--- config.mk ---
export PLATFORM = sky130hd
export DESIGN_NAME = fixed_point_scanner
export DESIGN_NICKNAME = d
export VERILOG_FILES = /design/src/rtl/fixed_point_scanner.sv
export SDC_FILE = /design/constraint.sdc
export NUM_CORES = 1
export LEC_CHECK = 0
export CAP_MARGIN = 40
export CORE_ASPECT_RATIO = 1.25
export CORE_MARGIN = 4
export CORE_UTILIZATION = 46
export CTS_CLUSTER_SIZE = 40
export DETAILED_ROUTE_END_ITERATION = 8
export GPL_TIMING_DRIVEN = 1
export PLACE_DENSITY_LB_ADDON = 0.2
export SYNTH_ARGS = -nofsm -noshare
export SYNTH_HDL_FRONTEND = slang
export SYNTH_SLANG_ARGS = --single-unit
--- constraint.sdc ---
create_clock -name clk -period 2.35 [get_ports clk]
set_input_delay 0.47 -clock clk [delete_from_list [all_inputs] [get_ports clk]]
set_output_delay 0.47 -clock clk [all_outputs]
set_load 0.01 [all_outputs]
--- src/rtl/fixed_point_scanner.sv ---
// Sweeps every W-bit state through an external next-state stage and streams each
// fixed point (next == current) out over a valid/ready slot, then reports the count.
module fixed_point_scanner #(
    parameter int W = 8
) (
    input  logic         clk,
    input  logic         rst_n,
    input  logic         start,
    output logic         busy,
    output logic         done,
    output logic [W-1:0] net_x,
    input  logic [W-1:0] net_next,
    output logic         fp_valid,
    input  logic         fp_ready,
    output logic [W-1:0] fp_state,
    output logic [W:0]   fp_count
);

    typedef enum logic [1:0] {
        IDLE  = 2'd0,
        SCAN  = 2'd1,
        DRAIN = 2'd2
    } state_t;

    localparam logic [W-1:0] CAND_MAX = '1;
    localparam logic [W-1:0] CAND_ONE = {{(W-1){1'b0}}, 1'b1};
    localparam logic [W:0]   CNT_ONE  = {{W{1'b0}}, 1'b1};

    state_t       state, state_n;
    logic [W-1:0] cand, cand_n;
    logic         fp_valid_n, done_n;
    logic [W-1:0] fp_state_n;
    logic [W:0]   fp_count_n;
    logic         hit, slot_free, accept;

    // net_x is the candidate register itself, so the next-state stage sees no path from start
    assign net_x     = cand;
    assign hit       = (net_next == cand);
    assign slot_free = !fp_valid || fp_ready;
    assign accept    = fp_valid && fp_ready;

    always_ff @(posedge clk) begin
        if (!rst_n) begin
            state    <= IDLE;
            cand     <= '0;
            busy     <= 1'b0;
            done     <= 1'b0;
            fp_valid <= 1'b0;
            fp_state <= '0;
            fp_count <= '0;
        end else begin
            state    <= state_n;
            cand     <= cand_n;
            busy     <= (state_n != IDLE);
            done     <= done_n;
            fp_valid <= fp_valid_n;
            fp_state <= fp_state_n;
            fp_count <= fp_count_n;
        end
    end

    always_comb begin
        state_n    = state;
        cand_n     = cand;
        done_n     = done;
        fp_valid_n = accept ? 1'b0 : fp_valid;
        fp_state_n = fp_state;
        fp_count_n = fp_count;

        unique case (state)
            IDLE: begin
                if (start) begin
                    state_n    = SCAN;
                    cand_n     = '0;
                    fp_count_n = '0;
                    done_n     = 1'b0;
                end
            end
            SCAN: begin
                // A hit with the slot still occupied stalls the sweep so nothing is dropped
                if (!hit || slot_free) begin
                    if (hit) begin
                        fp_valid_n = 1'b1;
                        fp_state_n = cand;
                        fp_count_n = fp_count + CNT_ONE;
                    end
                    if (cand == CAND_MAX) begin
                        state_n = DRAIN;
                    end else begin
                        cand_n = cand + CAND_ONE;
                    end
                end
            end
            DRAIN: begin
                if (!fp_valid || accept) begin
                    state_n = IDLE;
                    done_n  = 1'b1;
                end
            end
            default: begin
                state_n = IDLE;
            end
        endcase
    end

endmodule

==> out/qor.csv, run 1 <==
stage;metric;value;unit
logic_synthesis;synthesized instance count;178;
worst_setup_path;FF-to-FF Start;net_x[0];
logic_synthesis;top_reg_cell synth;dfxtp_1;
sta;setup tns final;0;ns
clocking;Clock Tree Root;clkbuf_4;
cells_and_area;Layout fillers;270;
sta;Hold Fails Final Rpt;0;
cells_and_area;area of the multi-input gates;839.6;µm²
global_routing;overall routing resource usage;0.2031;
status;outcome;complete, no violations;
sta;fin crit period;2.002;ns
power;peak supply drop;0.3904;mV
placement;buffers added on ports;39;
detailed_routing;final wirelength;4.108;mm
logic_synthesis;sequential area share after synthesis;0.4037;
job;maxcap violations;0;
power;PwrDens;461.3;mW/mm²
sta;Slew @ Worst Pin;0.3748;ns
global_routing;largest net degree at the start of global routing;21;
floorplan;Die Area;0.004214;mm²
detailed_routing;ANT nets after route;0;
clocking;PostCTS Resize Cnt;0;
detailed_routing;drt first pass iters;5;
floorplan;initial core utilization;0.4913;
clocking;htree depth;2;
clocking;clock sink count;30;
worst_setup_path;crit-path max cell delay;0.54;ns
cells_and_area;Final Util;0.6764;
logic_synthesis;Netlist cell types;30;
min_path;Hold WC Path Type;reg -> reg;
clocking;CTS Buffer Depth;2;
power;P_leak;0.7321;nW
detailed_routing;Wirelength per Cell;15.44;µm
global_routing;Overflow after GRT;0;
worst_setup_path;CP Launch Type;input pin;
sta;Worst Skew;0.008206;ns
sta;f_max;499.4;MHz
logic_synthesis;flops & latches, synth;30;
clocking;CTS Buf Count;5;
detailed_routing;vias;1563;
sta;final setup vio count;0;
floorplan;Boundary Pins;40;
logic_synthesis;largest area contributor in the netlist;dfxtp_1;
clocking;Worst-path clk slew;0.09;ns
global_routing;vias in the first global route;1484;
logic_synthesis;Syn Nets;192;
min_path;Hold Path Depth;2;
worst_setup_path;crit path DAT;2.27;ns
cells_and_area;Post-layout nets;243;
global_routing;first-pass GRT wire length;6.534;mm
worst_setup_path;Worst Path Max Fanout;13;
logic_synthesis;synthesized area per cell;8.358;µm²
worst_setup_path;Crit Path Class;in -> reg;
worst_setup_path;Critical Path RT;2.62;ns
placement;DPL Wire Length;3.146;mm
worst_setup_path;reg2reg setup slack;0.48;ns
logic_synthesis;Synth warnings;0;
logic_synthesis;post-synth top area share;0.4037;
sta;period utilisation layout;0.8521;
detailed_routing;DRC violations left;0;
worst_setup_path;slowest CP cell;or4_1;
logic_synthesis;EDFF count, synth;0;
detailed_routing;Via density;5.876;
cells_and_area;storage element area;600.6;µm²
min_path;hold endpoint;fp_state[2];
cells_and_area;layout cells sized above 1;0.1000;
logic_synthesis;Cell Area, Synth;0.001488;mm²
logic_synthesis;ranking of synthesized cells by area;dfxtp_1 (40%), mux2i_1 (7.4%), nand2_1 (6.8%);
floorplan;die width;58.87;µm
floorplan;Std-Cell Rows;22;
cells_and_area;synthesis-to-finish area growth;37.68;%
floorplan;Core Area;0.003028;mm²
clocking;# hold bufs at CTS;0;
worst_setup_path;CP endpoint kind;flip-flop;
logic_synthesis;count leader, synth;dfxtp_1;
floorplan;die height;71.58;µm
worst_setup_path;CP Cell Sequence;clkdlybuf4s50_1 -> xnor2_1 -> nand4_1 -> o21a_1 -> or4_1 -> a21oi_1;
min_path;Hold Crit Start;fp_state[2];
sta;final slew viol count;0;
worst_setup_path;RR Endpoint;fp_count[7];
sta;RSZ-0062 raised after global routing;no;
placement;RePlAce Congestion;0.8551;
clocking;worst skew pair latency;0.33;ns
detailed_routing;DR iter-0 viols;79;
logic_synthesis;asr flop ratio synth;0;
logic_synthesis;Synth top cells by count;dfxtp_1 (30), nand2_1 (27), a21oi_1 (15);
clocking;post-CTS setup buffers;0;
global_routing;initial antenna violation count;0;
sta;max_slew headroom;0.7501;
worst_setup_path;reg2reg path depth;5;
cells_and_area;Antenna diodes;0;
clocking;CTS tree;built;
[placed cells by master, fill, tap and decap left out, drive strengths merged, types with 2 or more instances in the layout]
cell / netlist / layout
nand4: 8 / 8
clkdlybuf4s50: 0 / 39
nor2: 8 / 8
o21ai: 10 / 10
nand3: 5 / 5
and2: 2 / 2
buf: 5 / 14
dfxtp: 30 / 30
clkinv: 1 / 2
xnor2: 8 / 8
o31ai: 5 / 5
or4: 7 / 7
nand2b: 5 / 5
nand2: 27 / 27
clkbuf: 4 / 7
ha: 2 / 2
nor3b: 2 / 2
nor2b: 2 / 2
mux2i: 11 / 11
a21oi: 16 / 16
or3: 10 / 10
o21bai: 2 / 2
[power by group]
| part | internal [W] | total (W) | leakage, nW | switching [W] |
|---|---|---|---|---|
| sequential | 0.000513 | 0.000522 | 0.242 | 0.00000857 |
| clock | 0.000145 | 0.000328 | 0.0353 | 0.000183 |
| combinational | 0.0000480 | 0.0000951 | 0.454 | 0.0000472 |
[registers in the layout (all words and copies together), names as in the netlist]
| name | count |
|---|---|
| fp_count | 9 |
| fp_state | 8 |
| net_x | 8 |
| state | 2 |
| busy | 1 |
| done | 1 |
| fp_valid | 1 |
[metrics by stage]
step / cells / power (W) / hold WS, ns / area [µm²] / worst slack [ns]
floorplan: 178 / 0.0005800 / 0.4823 / 1488 / 0.6242
detailed placement: 258 / 0.0006279 / 0.4550 / 1988 / 0.02118
global route: 266 / 0.0009821 / 0.4937 / 2048 / 0.2058
CTS: 266 / 0.0009514 / 0.4736 / 2048 / 0.3585
global placement: 258 / 0.0006246 / 0.4458 / 1988 / 0.1051
finish: 266 / 0.0009448 / 0.4700 / 2048 / 0.3476
[critical path: cells and delay by family]
| kind | cells | cell delay [ns] |
|---|---|---|
| and+or+nand+nor | 2 | 0.68 |
| AOI/OAI and AO/OA | 2 | 0.49 |
| buffers and inverters | 1 | 0.48 |
| xor gates and xnor gates | 1 | 0.14 |
[per-layer routing]
layer  up-vias  part of all wire  track usage
li1        745                 -            -
met1       732              0.37       0.2110
met2        68              0.53       0.3526
met3        18             0.061      0.05946
met4         0             0.036       0.1184
met5         -                 0            0
[cells by family (layout without fill, tap and decap cells)]
logic type / count (synthesis) / after routing / synth area share
adder cells (fa/ha/maj): 2 / 2 / 0.01682
multiplexers: 11 / 11 / 0.07401
AO/OA/AOI/OAI: 37 / 37 / 0.1463
AND/OR/NAND/NOR: 79 / 79 / 0.2801
buffers and inverters: 11 / 63 / 0.03195
flip-flops: 30 / 30 / 0.4037
XOR/XNOR: 8 / 8 / 0.04710
[final cells by class]
cell class                 instances  area share
clock buffer                       7     0.02688
sequential                        30      0.2932
clock inverter                     1    0.002443
multi-input combinational        137      0.4099
timing repair buffer              53      0.2419
tap                               36     0.02199
inverter                           2    0.003665
[worst max-delay path by stage]
stage | startpoint | end | slack, ns | depth (start not counted)
after global placement | net_next[7] | fp_count[8] | 0.11 | 6
after floorplan | net_x[4] | fp_count[7] | 0.62 | 6
after CTS | net_next[2] | fp_count[7] | 0.36 | 6
after global routing | net_next[2] | fp_count[7] | 0.21 | 6
final | net_next[2] | fp_count[7] | 0.35 | 6
after detailed placement | net_next[2] | fp_count[7] | 0.02 | 6
Note: power is estimated with default switching activity, not from simulation.
==> inputs of run 2 (changes only) <==
- ABC_AREA: default -> 1
- clock period: 2.35 -> 2 ns (I/O delays scaled with it)
==> out/qor.csv, run 2 <==
stage;metric;value;unit;change
sta;worst setup margin;0.1944;ns;-0.1532 ns
global_routing;initial antenna violation count;0;;unchanged
logic_synthesis;flops & latches, synth;30;;unchanged
logic_synthesis;Netlist cell types;25;;-17%
detailed_routing;drt first pass iters;4;;-1
status;outcome;complete, no violations;;
job;maxcap violations;0;;unchanged
worst_setup_path;Worst Path Max Fanout;11;;-2
power;Seq pwr share;0.496;;-0.056
floorplan;Std-Cell Rows;23;;+4.5%
detailed_routing;Via density;4.955;;-16%
logic_synthesis;synthesized area per cell;6.711;µm²;-20%
worst_setup_path;crit-path max cell delay;0.53;ns;about the same
logic_synthesis;post-synth top area share;0.3698;;-0.03390
global_routing;largest net degree at the start of global routing;18;;-14%
logic_synthesis;largest area contributor in the netlist;dfxtp_1;;
worst_setup_path;CP Cell Sequence;clkdlybuf4s50_1 -> xnor2_2 -> nand2_1 -> nor2_2 -> nand2_1 -> nor2_1 -> nand2_2 -> o21ai_0 -> a21oi_1;;
power;Clock Power Share;0.358;;+0.011
clocking;PostCTS Resize Cnt;0;;unchanged
placement;RePlAce Congestion;0.7897;;-7.6%
floorplan;die width;61.15;µm;+3.9%
cells_and_area;synthesis-to-finish area growth;35.59;%;
sta;final slew viol count;0;;unchanged
logic_synthesis;asr flop ratio synth;0;;unchanged
sta;setup tns final;0;ns;unchanged
placement;buffers added on ports;39;;unchanged
logic_synthesis;Synth top cells by count;nand2_1 (66), dfxtp_1 (30), inv_1 (29);;
clocking;worst skew pair latency;0.28;ns;-0.05 ns
sta;Hold Fails Final Rpt;0;;unchanged
sta;RSZ-0062 raised after global routing;no;;
sta;f_max;553.8;MHz;
logic_synthesis;synthesized instance count;242;;+36%
detailed_routing;ANT nets after route;0;;unchanged
sta;fin crit period;1.806;ns;
logic_synthesis;Post-Synth Adder-Cell Area;0.01541;;-0.001413
sta;period utilisation layout;0.9028;;
global_routing;Overflow after GRT;0;;unchanged
power;peak supply drop;0.4377;mV;+12%
detailed_routing;Wirelength per Cell;11.53;µm;-25%
clocking;Worst-path clk slew;0.06;ns;-0.03 ns
worst_setup_path;crit path DAT;1.97;ns;-0.30 ns
detailed_routing;DRC violations left;0;;unchanged
detailed_routing;DR iter-0 viols;54;;-32%
sta;max_slew headroom;0.6610;;-0.08912
worst_setup_path;CP Launch Type;input pin;;
cells_and_area;most frequent cells in the layout;nand2_1 (66), clkdlybuf4s50_1 (39), dfxtp_1 (30), inv_1 (29), nor2_1 (28);;
power;Internal Power;0.0009315;W;+32%
clocking;# hold bufs at CTS;0;;unchanged
logic_synthesis;count leader, synth;nand2_1;;
worst_setup_path;CP endpoint kind;flip-flop;;
cells_and_area;Largest register FFs;9;;unchanged
worst_setup_path;Critical Path RT;2.16;ns;-0.46 ns
worst_setup_path;slowest CP cell;clkdlybuf4s50_1;;
power;PwrDens;566.6;mW/mm²;+23%
clocking;CTS Buffer Depth;2;;unchanged
cells_and_area;Antenna diodes;0;;unchanged
floorplan;die height;74.43;µm;+4.0%
logic_synthesis;Synth Area in XOR/XNOR;0.07473;;+0.02763
logic_synthesis;top_reg_cell synth;dfxtp_1;;
cells_and_area;most common cell after layout, fill and taps aside;nand2_1;;
clocking;clock sink count;30;;unchanged
power;Comb power frac;0.145;;+0.044
logic_synthesis;post-synthesis mux area share;0;;-0.07401
logic_synthesis;ranking of synthesized cells by area;dfxtp_1 (37%), nand2_1 (15%), a21oi_1 (7.4%);;
cells_and_area;Largest Register;fp_count;;
clocking;htree depth;2;;unchanged
placement;DPL Wire Length;2.908;mm;-7.6%
cells_and_area;Post-layout nets;309;;+27%
floorplan;Core Area;0.003309;mm²;+9.3%
sta;final setup vio count;0;;unchanged
detailed_routing;vias;1645;;+5.2%
logic_synthesis;Synth Area in Simple Gates;0.3066;;+0.02656
floorplan;Die Area;0.004551;mm²;+8.0%
sta;Worst Skew;0.002792;ns;-0.005414 ns
logic_synthesis;Cell Area, Synth;0.001624;mm²;+9.2%
floorplan;Boundary Pins;40;;unchanged
logic_synthesis;Syn Nets;256;;+33%
worst_setup_path;Crit Path Class;in -> reg;;
sta;Slew @ Worst Pin;0.5054;ns;+0.1306 ns
power;P_leak;0.8466;nW;+16%
clocking;post-CTS setup buffers;0;;unchanged
detailed_routing;final wirelength;3.828;mm;-6.8%
worst_setup_path;Most common cell on crit path;nand2_1;;
floorplan;initial core utilization;0.4907;;-0.0005850
clocking;Clock Tree Root;clkbuf_8;;
min_path;Hold WC Path Type;reg -> reg;;
clocking;CTS tree;built;;
global_routing;first-pass GRT wire length;6.762;mm;+3.5%
global_routing;overall routing resource usage;0.1977;;-0.005362
cells_and_area;layout cells sized above 1;0.09831;;-0.001695
power;switch share;0.2534;;+0.0006481
logic_synthesis;Synth warnings;0;;unchanged
logic_synthesis;Synth Area in Compound Gates;0.1341;;-0.01229
placement;Place WS;-0.1121;ns;-0.1333 ns
global_routing;vias in the first global route;1590;;+7.1%
clocking;CTS Buf Count;5;;unchanged
logic_synthesis;sequential area share after synthesis;0.3698;;-0.03390
logic_synthesis;main combinational cell family by area after synthesis;simple AND/OR/NAND/NOR gates;;
power;P_sw;0.0003162;W;+32%
logic_synthesis;EDFF count, synth;0;;unchanged
## run 2: changes by cell type in the layout (fill, tap and decap cells not counted), sizes merged, moves of 3 or more
cell,before,now
o31ai,5,0
a21oi,16,24
inv,1,30
o21ai,10,18
nand2b,5,0
nor3,1,5
nand4,8,2
or4,7,0
or3,10,0
xnor2,8,5
xor2,0,8
nand2,27,70
nor2,8,32
mux2i,11,0
## run 2: kinds of logic after synthesis
logic type      after synthesis
xor+xnor                     13
compound gates               43
flops                        30
buf+inv                      37
simple gates                117
fa+ha+maj                     2
## run 2: worst paths after layout
check | startpoint | endpoint | slack, ns | depth (start not counted)
hold reg to reg | fp_state[2] | fp_state[2] | 0.44 | 2
setup reg to reg | net_x[0] | fp_state[7] | 0.33 | 11
hold / removal | fp_state[2] | fp_state[2] | 0.44 | 2
setup / recovery | net_next[6] | fp_state[7] | 0.19 | 9
## run 2: area by class of cell
type	instances	area, µm²
Clock buffer	7	76.32
Fill cell	314	1107
Inverter	31	116.4
Multi-Input combinational cell	175	862.1
Sequential cell	30	600.6
Tap cell	37	46.29
Timing Repair Buffer	52	500.5
## run 2: per-stage QoR
stage | cell area [µm²] | std cells | hold WS [ns] | power, W | utilization
after floorplan | 1624 | 242 | 0.4671 | 0.0007278 | -
after global placement | 2126 | 325 | 0.4317 | 0.0008126 | 0.6423
after detailed placement | 2126 | 325 | 0.4333 | 0.0008134 | 0.6423
after CTS | 2202 | 332 | 0.4425 | 0.001261 | 0.6654
after global routing | 2202 | 332 | 0.4671 | 0.001308 | 0.6654
final | 2202 | 332 | 0.4401 | 0.001248 | 0.6654
## run 2: worst max-delay path: cells and delay by family
kind | cells | cell delay [ns]
simple gates | 5 | 0.63
buf+inv | 1 | 0.53
xor+xnor | 1 | 0.12
compound gates | 2 | 0.28
## run 2: layer usage
metal / track usage / share of wire / up-vias
li1: - / - / 861
met1: 0.2239 / 0.42 / 745
met2: 0.3541 / 0.52 / 33
met3: 0.04340 / 0.046 / 6
met4: 0.07229 / 0.016 / 0
met5: 0 / 0 / -
## run 2: power by group through the flow
stage | clock [W] | combinational, W | sequential (W)
after floorplan | 0 | 0.0000902 | 0.000638
after global placement | 0 | 0.000181 | 0.000632
after detailed placement | 0 | 0.000181 | 0.000632
after CTS | 0.000459 | 0.000183 | 0.000619
after global routing | 0.000483 | 0.000204 | 0.000621
final | 0.000447 | 0.000182 | 0.000619
